--- config.mk ---
export PLATFORM = sky130hd
export DESIGN_NAME = seq_mult_ctrl
export DESIGN_NICKNAME = d
export VERILOG_FILES = /design/src/rtl/mult_pkg.sv /design/src/rtl/mux2.sv /design/src/rtl/seq_mult_ctrl.sv
export SDC_FILE = /design/constraint.sdc
export NUM_CORES = 1
export LEC_CHECK = 0
export ABC_AREA = 1
export BUFFER_PORTS_ARGS = -buffer_cell sky130_fd_sc_hd__buf_4
export CORE_MARGIN = 8
export CORE_UTILIZATION = 52
export CTS_CLUSTER_SIZE = 14
export DETAILED_ROUTE_END_ITERATION = 8
export MAX_ROUTING_LAYER = met4
export PLACE_DENSITY = 0.74
export SKIP_LAST_GASP = 1
export SYNTH_ARGS = -nofsm -noshare
export SYNTH_HDL_FRONTEND = slang
export SYNTH_HIERARCHICAL = 1
export SYNTH_SLANG_ARGS = --single-unit
export TNS_END_PERCENT = 5
--- constraint.sdc ---
create_clock -name clk -period 2.15 [get_ports clk]
set_clock_uncertainty 0.05 [all_clocks]
set_input_delay 0.215 -clock clk [delete_from_list [all_inputs] [get_ports clk]]
set_output_delay 0.215 -clock clk [all_outputs]
set_load 0.005 [all_outputs]
--- src/rtl/mult_pkg.sv ---
// Shared types for the iterative shift-add multiplier.
package mult_pkg;
  typedef enum logic [1:0] {
    IDLE = 2'd0,
    RUN  = 2'd1,
    DONE = 2'd2
  } mult_state_t;

  localparam int MAX_WIDTH = 32;
endpackage

--- src/rtl/mux2.sv ---
// Generic two-input multiplexer.
module mux2 #(
  parameter int WIDTH = 8
) (
  input  logic [WIDTH-1:0] d0,
  input  logic [WIDTH-1:0] d1,
  input  logic             s,
  output logic [WIDTH-1:0] y
);
  assign y = s ? d1 : d0;
endmodule

--- src/rtl/seq_mult_ctrl.sv ---
// Unsigned shift-add multiplier: one partial-product step per cycle, WIDTH steps per product.
module seq_mult_ctrl
  import mult_pkg::*;
#(
  parameter int WIDTH = 8
) (
  input  logic               clk,
  input  logic               reset_n,
  input  logic               start,
  input  logic [WIDTH-1:0]   a,
  input  logic [WIDTH-1:0]   b,
  output logic               busy,
  output logic               done,
  output logic [2*WIDTH-1:0] product
);
  localparam int CNT_W = $clog2(WIDTH);
  localparam logic [CNT_W-1:0] LAST_CNT = CNT_W'(WIDTH - 1);

  mult_state_t        state_q, state_d;
  logic [WIDTH-1:0]   mcand_q, mcand_d;
  logic [2*WIDTH-1:0] p_q, p_d;
  logic [CNT_W-1:0]   cnt_q, cnt_d;
  logic [2*WIDTH-1:0] product_q, product_d;

  logic [WIDTH-1:0]   addend;
  logic [WIDTH:0]     sum;
  logic [2*WIDTH-1:0] p_shift;

  mux2 #(.WIDTH(WIDTH)) u_addend_mux (
    .d0 ('0),
    .d1 (mcand_q),
    .s  (p_q[0]),
    .y  (addend)
  );

  // Carry out of the accumulator add becomes the new MSB after the right shift.
  assign sum     = {1'b0, p_q[2*WIDTH-1:WIDTH]} + {1'b0, addend};
  assign p_shift = {sum, p_q[WIDTH-1:1]};

  always_comb begin
    state_d   = state_q;
    mcand_d   = mcand_q;
    p_d       = p_q;
    cnt_d     = cnt_q;
    product_d = product_q;
    case (state_q)
      IDLE: begin
        if (start) begin
          mcand_d = a;
          p_d     = {{WIDTH{1'b0}}, b};
          cnt_d   = '0;
          state_d = RUN;
        end
      end
      RUN: begin
        p_d   = p_shift;
        cnt_d = cnt_q + CNT_W'(1);
        if (cnt_q == LAST_CNT) begin
          product_d = p_shift;
          state_d   = DONE;
        end
      end
      DONE:    state_d = IDLE;
      default: state_d = IDLE;
    endcase
  end

  always_ff @(posedge clk or negedge reset_n) begin
    if (!reset_n) begin
      state_q   <= IDLE;
      mcand_q   <= '0;
      p_q       <= '0;
      cnt_q     <= '0;
      product_q <= '0;
    end else begin
      state_q   <= state_d;
      mcand_q   <= mcand_d;
      p_q       <= p_d;
      cnt_q     <= cnt_d;
      product_q <= product_d;
    end
  end

  assign busy    = (state_q == RUN) || (state_q == DONE);
  assign done    = (state_q == DONE);
  assign product = product_q;
endmodule

==> results.sh <==
export IMPL_status="finished clean"
export IMPL_cts_buffers_inserted=5
export IMPL_boundaryPins=37
export IMPL_r2r_end="product[15]$_DFFE_PN0P_"
export IMPL_design_die_area_um2=6843
export IMPL_pwr_share_clk=0.122
export IMPL_globalplace_congestion=0.8323
export IMPL_wl_per_cell_um=11.89
export IMPL_timing_reg2reg_worst_path_depth=12
export IMPL_post_synth_xor_area_fraction=0.003784
export IMPL_ys_ff_latch=45
export IMPL_cp_num_cells=12
export IMPL_ys_warnings_count=6
export IMPL_yosys_area_top_type="sky130_fd_sc_hd__dfrtp_1"
export IMPL_tritoncts="built"
export IMPL_finalHoldViolCount=0
export IMPL_postLayoutCellArea_um2=2720
export IMPL_power_net_switching_mw=1.680
export IMPL_cts_setup_buffers=0
export IMPL_firstDrtPassIters=4
export IMPL_power_switching_share=0.4248
export IMPL_hold_path_class="in2reg"
export IMPL_grt_max_degree=46
export IMPL_synthCells=283
export IMPL_critical_path_max_stage_delay_ps=490
export IMPL_fp_dieW_um=82.72
export IMPL_path_class="reg2reg"
export IMPL_worst_pin_slew_ps=552.6
export IMPL_place_hpwl_mm=3.390
export IMPL_maxUsedRoutingLayer="met4"
export IMPL_wl_met2_mm=2.051
export IMPL_cts_repair_resized=0
export IMPL_crit_path_start="p_q[0]$_DFFE_PN0P_"
export IMPL_path_cells="nand2_1 > nand2_1 > ha_1 > fa_1 > nand2_1 > nand2_1 > nand3_1 > nand2_1 > nand2_1 > nand2_1 > nand2_1 > nand2_1"
export IMPL_post_layout_min_period_ps=1963
export IMPL_route_detailed_drc=0
export IMPL_clk_buf_depth=2
export IMPL_cap_viol_max_count=0
export IMPL_seqCellArea_um2=1126
export IMPL_synth_fa_ha_area_frac=0.07892
export IMPL_multi_input_area_um2=1052
export IMPL_cp_max_fo=10
export IMPL_design_final_nets=362
export IMPL_cts_sinks=45
export IMPL_area_share_of_the_leading_cell_type_in_the_synthesized_netlist=0.4865
export IMPL_timing_critical_path_from_type="register"
export IMPL_critical_path_required_ps=2290
export IMPL_synth_seq_area_share=0.4865
export IMPL_critical_path_most_common_cell="sky130_fd_sc_hd__nand2_1"
export IMPL_power_combinational_fraction=0.515
export IMPL_grt_total_ovfl=0
export IMPL_fin_crit_sh=0.9129
export IMPL_design_core_area_um2=4324
export IMPL_totalWireLength_mm=4.518
export IMPL_initial_core_util=0.5353
export IMPL_slew_viol_final=0
export IMPL_layout_drive_gt1_share=0.1585
export IMPL_synth_area_top_cells="sky130_fd_sc_hd__dfrtp_1, sky130_fd_sc_hd__nand2_1, sky130_fd_sc_hd__ha_1"
export IMPL_port_buffer_count=36
export IMPL_worst_reg2reg_startpoint="p_q[0]$_DFFE_PN0P_"
export IMPL_maxClockFrequency_mhz=509.5
export IMPL_num_fill_cells=411
export IMPL_crit_arrival_ps=2100
export IMPL_vdd_ir_drop_max_mv=0.7440
export IMPL_wl_met3_um=238
export IMPL_ant_nets=0
export IMPL_route_vias_total=1879
export IMPL_grt_antenna_before_repair=0
export IMPL_n_antenna_cell=0
export IMPL_crit_slowest_cell="sky130_fd_sc_hd__dfrtp_1"
export IMPL_synth_compound_area_frac=0.09297
export IMPL_grt_first_pass_wirelength_mm=7.845
export IMPL_seq_power_share=0.363
export IMPL_simple_gate_fraction_of_synth_area=0.2611
export IMPL_violation_count_after_the_first_detailed_routing_iteration=93
export IMPL_cts_htree_levels=2
export IMPL_worst_setup_path_end_kind="register"
export IMPL_synth_cell_area_um2=2315
export IMPL_die_height_um=82.72
export IMPL_grt_use_total=0.1525
export IMPL_setup_tns_ps=0
export IMPL_cp_endpoint="product[15]$_DFFE_PN0P_"
export IMPL_drt_vias_per_instance=4.945
export IMPL_synth_cell_types=28
export IMPL_row_count=24
export IMPL_clock_insertion_delay_worst_skew_ps=290
export IMPL_cts_root_buffer="sky130_fd_sc_hd__clkbuf_8"
export IMPL_vias_in_the_first_global_route=1787
export IMPL_cts_hold_buf=1
export IMPL_power_static_leakage_nw=1.521
export IMPL_syn_area_per_cell_um2=8.179
export IMPL_synth_mux_area_frac=0.004865
export IMPL_power_density_cell_area_nw_per_um2=1454
export IMPL_rsz0062_at_grt="no"
export IMPL_finalHoldWorstSlack_ps=59.61
export IMPL_finalSetupViolCount=0
export IMPL_syn2layout_area_growth_pct=17.51
export IMPL_clk_pin_slew_ps=80
export IMPL_dominant_combinational_cell_family_by_area_after_synthesis="simple AND/OR/NAND/NOR gates"
export IMPL_met1_length_mm=2.172
export IMPL_worstPathBufferInverterCount=0
export IMPL_cell_internal_pwr_mw=2.275
export IMPL_reg2reg_setup_slack_ps=190
export IMPL_worst_slew_margin_rel=0.6316
export IMPL_placed_cell_area_um2=2636
export IMPL_cp_top_family="simple AND/OR/NAND/NOR gates"
==> cells in the final DEF (no fill, tap or decap) <==
cell / instances
sky130_fd_sc_hd__o21ai_0: 19
sky130_fd_sc_hd__o21ai_1: 1
sky130_fd_sc_hd__nand2_4: 1
sky130_fd_sc_hd__buf_4: 38
sky130_fd_sc_hd__ha_1: 13
sky130_fd_sc_hd__nand3b_1: 2
sky130_fd_sc_hd__a21oi_1: 3
sky130_fd_sc_hd__inv_2: 2
sky130_fd_sc_hd__nand3_1: 16
sky130_fd_sc_hd__o211ai_1: 6
sky130_fd_sc_hd__or2_2: 1
sky130_fd_sc_hd__a22o_2: 1
sky130_fd_sc_hd__a21o_1: 1
sky130_fd_sc_hd__o21ai_4: 1
sky130_fd_sc_hd__inv_4: 1
sky130_fd_sc_hd__clkinv_2: 1
sky130_fd_sc_hd__fa_1: 1
sky130_fd_sc_hd__dlygate4sd3_1: 1
sky130_fd_sc_hd__nor2_1: 5
sky130_fd_sc_hd__mux2_2: 1
sky130_fd_sc_hd__clkbuf_8: 5
sky130_fd_sc_hd__nand2_1: 126
sky130_fd_sc_hd__xor2_1: 1
sky130_fd_sc_hd__a31oi_1: 2
sky130_fd_sc_hd__dfrtp_1: 45
sky130_fd_sc_hd__conb_1: 8
sky130_fd_sc_hd__a22o_1: 1
sky130_fd_sc_hd__inv_1: 25
==> worst min path at each step <==
stage | start | to | slack, ps | cells after the start
global route | a[5] | mcand_q[5]$_DFFE_PN0P_ | 60 | 3
CTS | a[0] | mcand_q[0]$_DFFE_PN0P_ | 50 | 3
floorplan | reset_n | cnt_q[0]$_DFFE_PN0P_ | -130 | 0
detailed placement | reset_n | p_q[2]$_DFFE_PN0P_ | 200 | 1
finish | a[0] | mcand_q[0]$_DFFE_PN0P_ | 60 | 3
global placement | reset_n | p_q[2]$_DFFE_PN0P_ | 200 | 1
==> per-layer routing <==
layer / vias to the layer above / global-route usage
li1: 984 / -
met1: 846 / 0.1944
met2: 43 / 0.2331
met3: 6 / 0.02922
met4: 0 / 0.06034
met5: - / -
==> sequential cells by signal, summed over array words and instances, names as in the netlist <==
signal   flops
p_q         16
product     16
cnt_q        3
state_q      2
mcand_q      8
==> area by class of cell <==
class	count	area share
timing repair buffer	39	0.1086
clock buffer	5	0.02530
inverter	28	0.03956
sequential	45	0.4140
tap	52	0.02392
clock inverter	1	0.001840
multi-input combinational	210	0.3868
==> Yosys cell counts (all sizes together) <==
library cell / instances
ha: 13
or2: 1
mux2: 1
a22o: 2
nor2: 5
nand2: 127
nand3: 16
inv: 28
o211ai: 6
buf: 6
xor2: 1
conb: 1
a31oi: 2
clkbuf: 1
a21oi: 3
fa: 1
a21o: 1
nand3b: 2
o21ai: 21
dfrtp: 45
==> stage by stage <==
| stage | std cells | util | worst slack [ps] | total power [mW] |
|---|---|---|---|---|
| floorplan | 290 | - | 327.8 | 2.945 |
| global placement | 373 | 0.6097 | 230.4 | 3.423 |
| detailed placement | 373 | 0.6097 | 188.5 | 3.493 |
| CTS | 380 | 0.6291 | 189.4 | 3.987 |
| global route | 380 | 0.6291 | 36.60 | 4.373 |
| finish | 380 | 0.6291 | 187.3 | 3.955 |
==> worst register-to-register path: cells and delay by family, from the launching register on <==
kind	cells	cell delay [ps]
DFF	1	490
and+or+nand+nor	10	730
adders and majority gates	2	600
==> logic make-up (layout without fill, tap and decap cells) <==
logic type,count (synthesis),in the layout
other,1,8
DFF,45,45
buffers and inverters,35,73
adders and majority gates,14,14
and+or+nand+nor,151,151
muxes,1,1
xor gates and xnor gates,1,1
AOI/OAI and AO/OA,35,35
==> power by group through the flow <==
stage / Clock [mW] / Sequential, mW / Combinational [mW]
finish: 0.483 / 1.44 / 2.04
detailed placement: 0 / 1.45 / 2.04
CTS: 0.495 / 1.44 / 2.05
floorplan: 0 / 1.40 / 1.54
global placement: 0 / 1.43 / 1.99
global route: 0.529 / 1.49 / 2.35
Power figures use the tool's default switching activity.
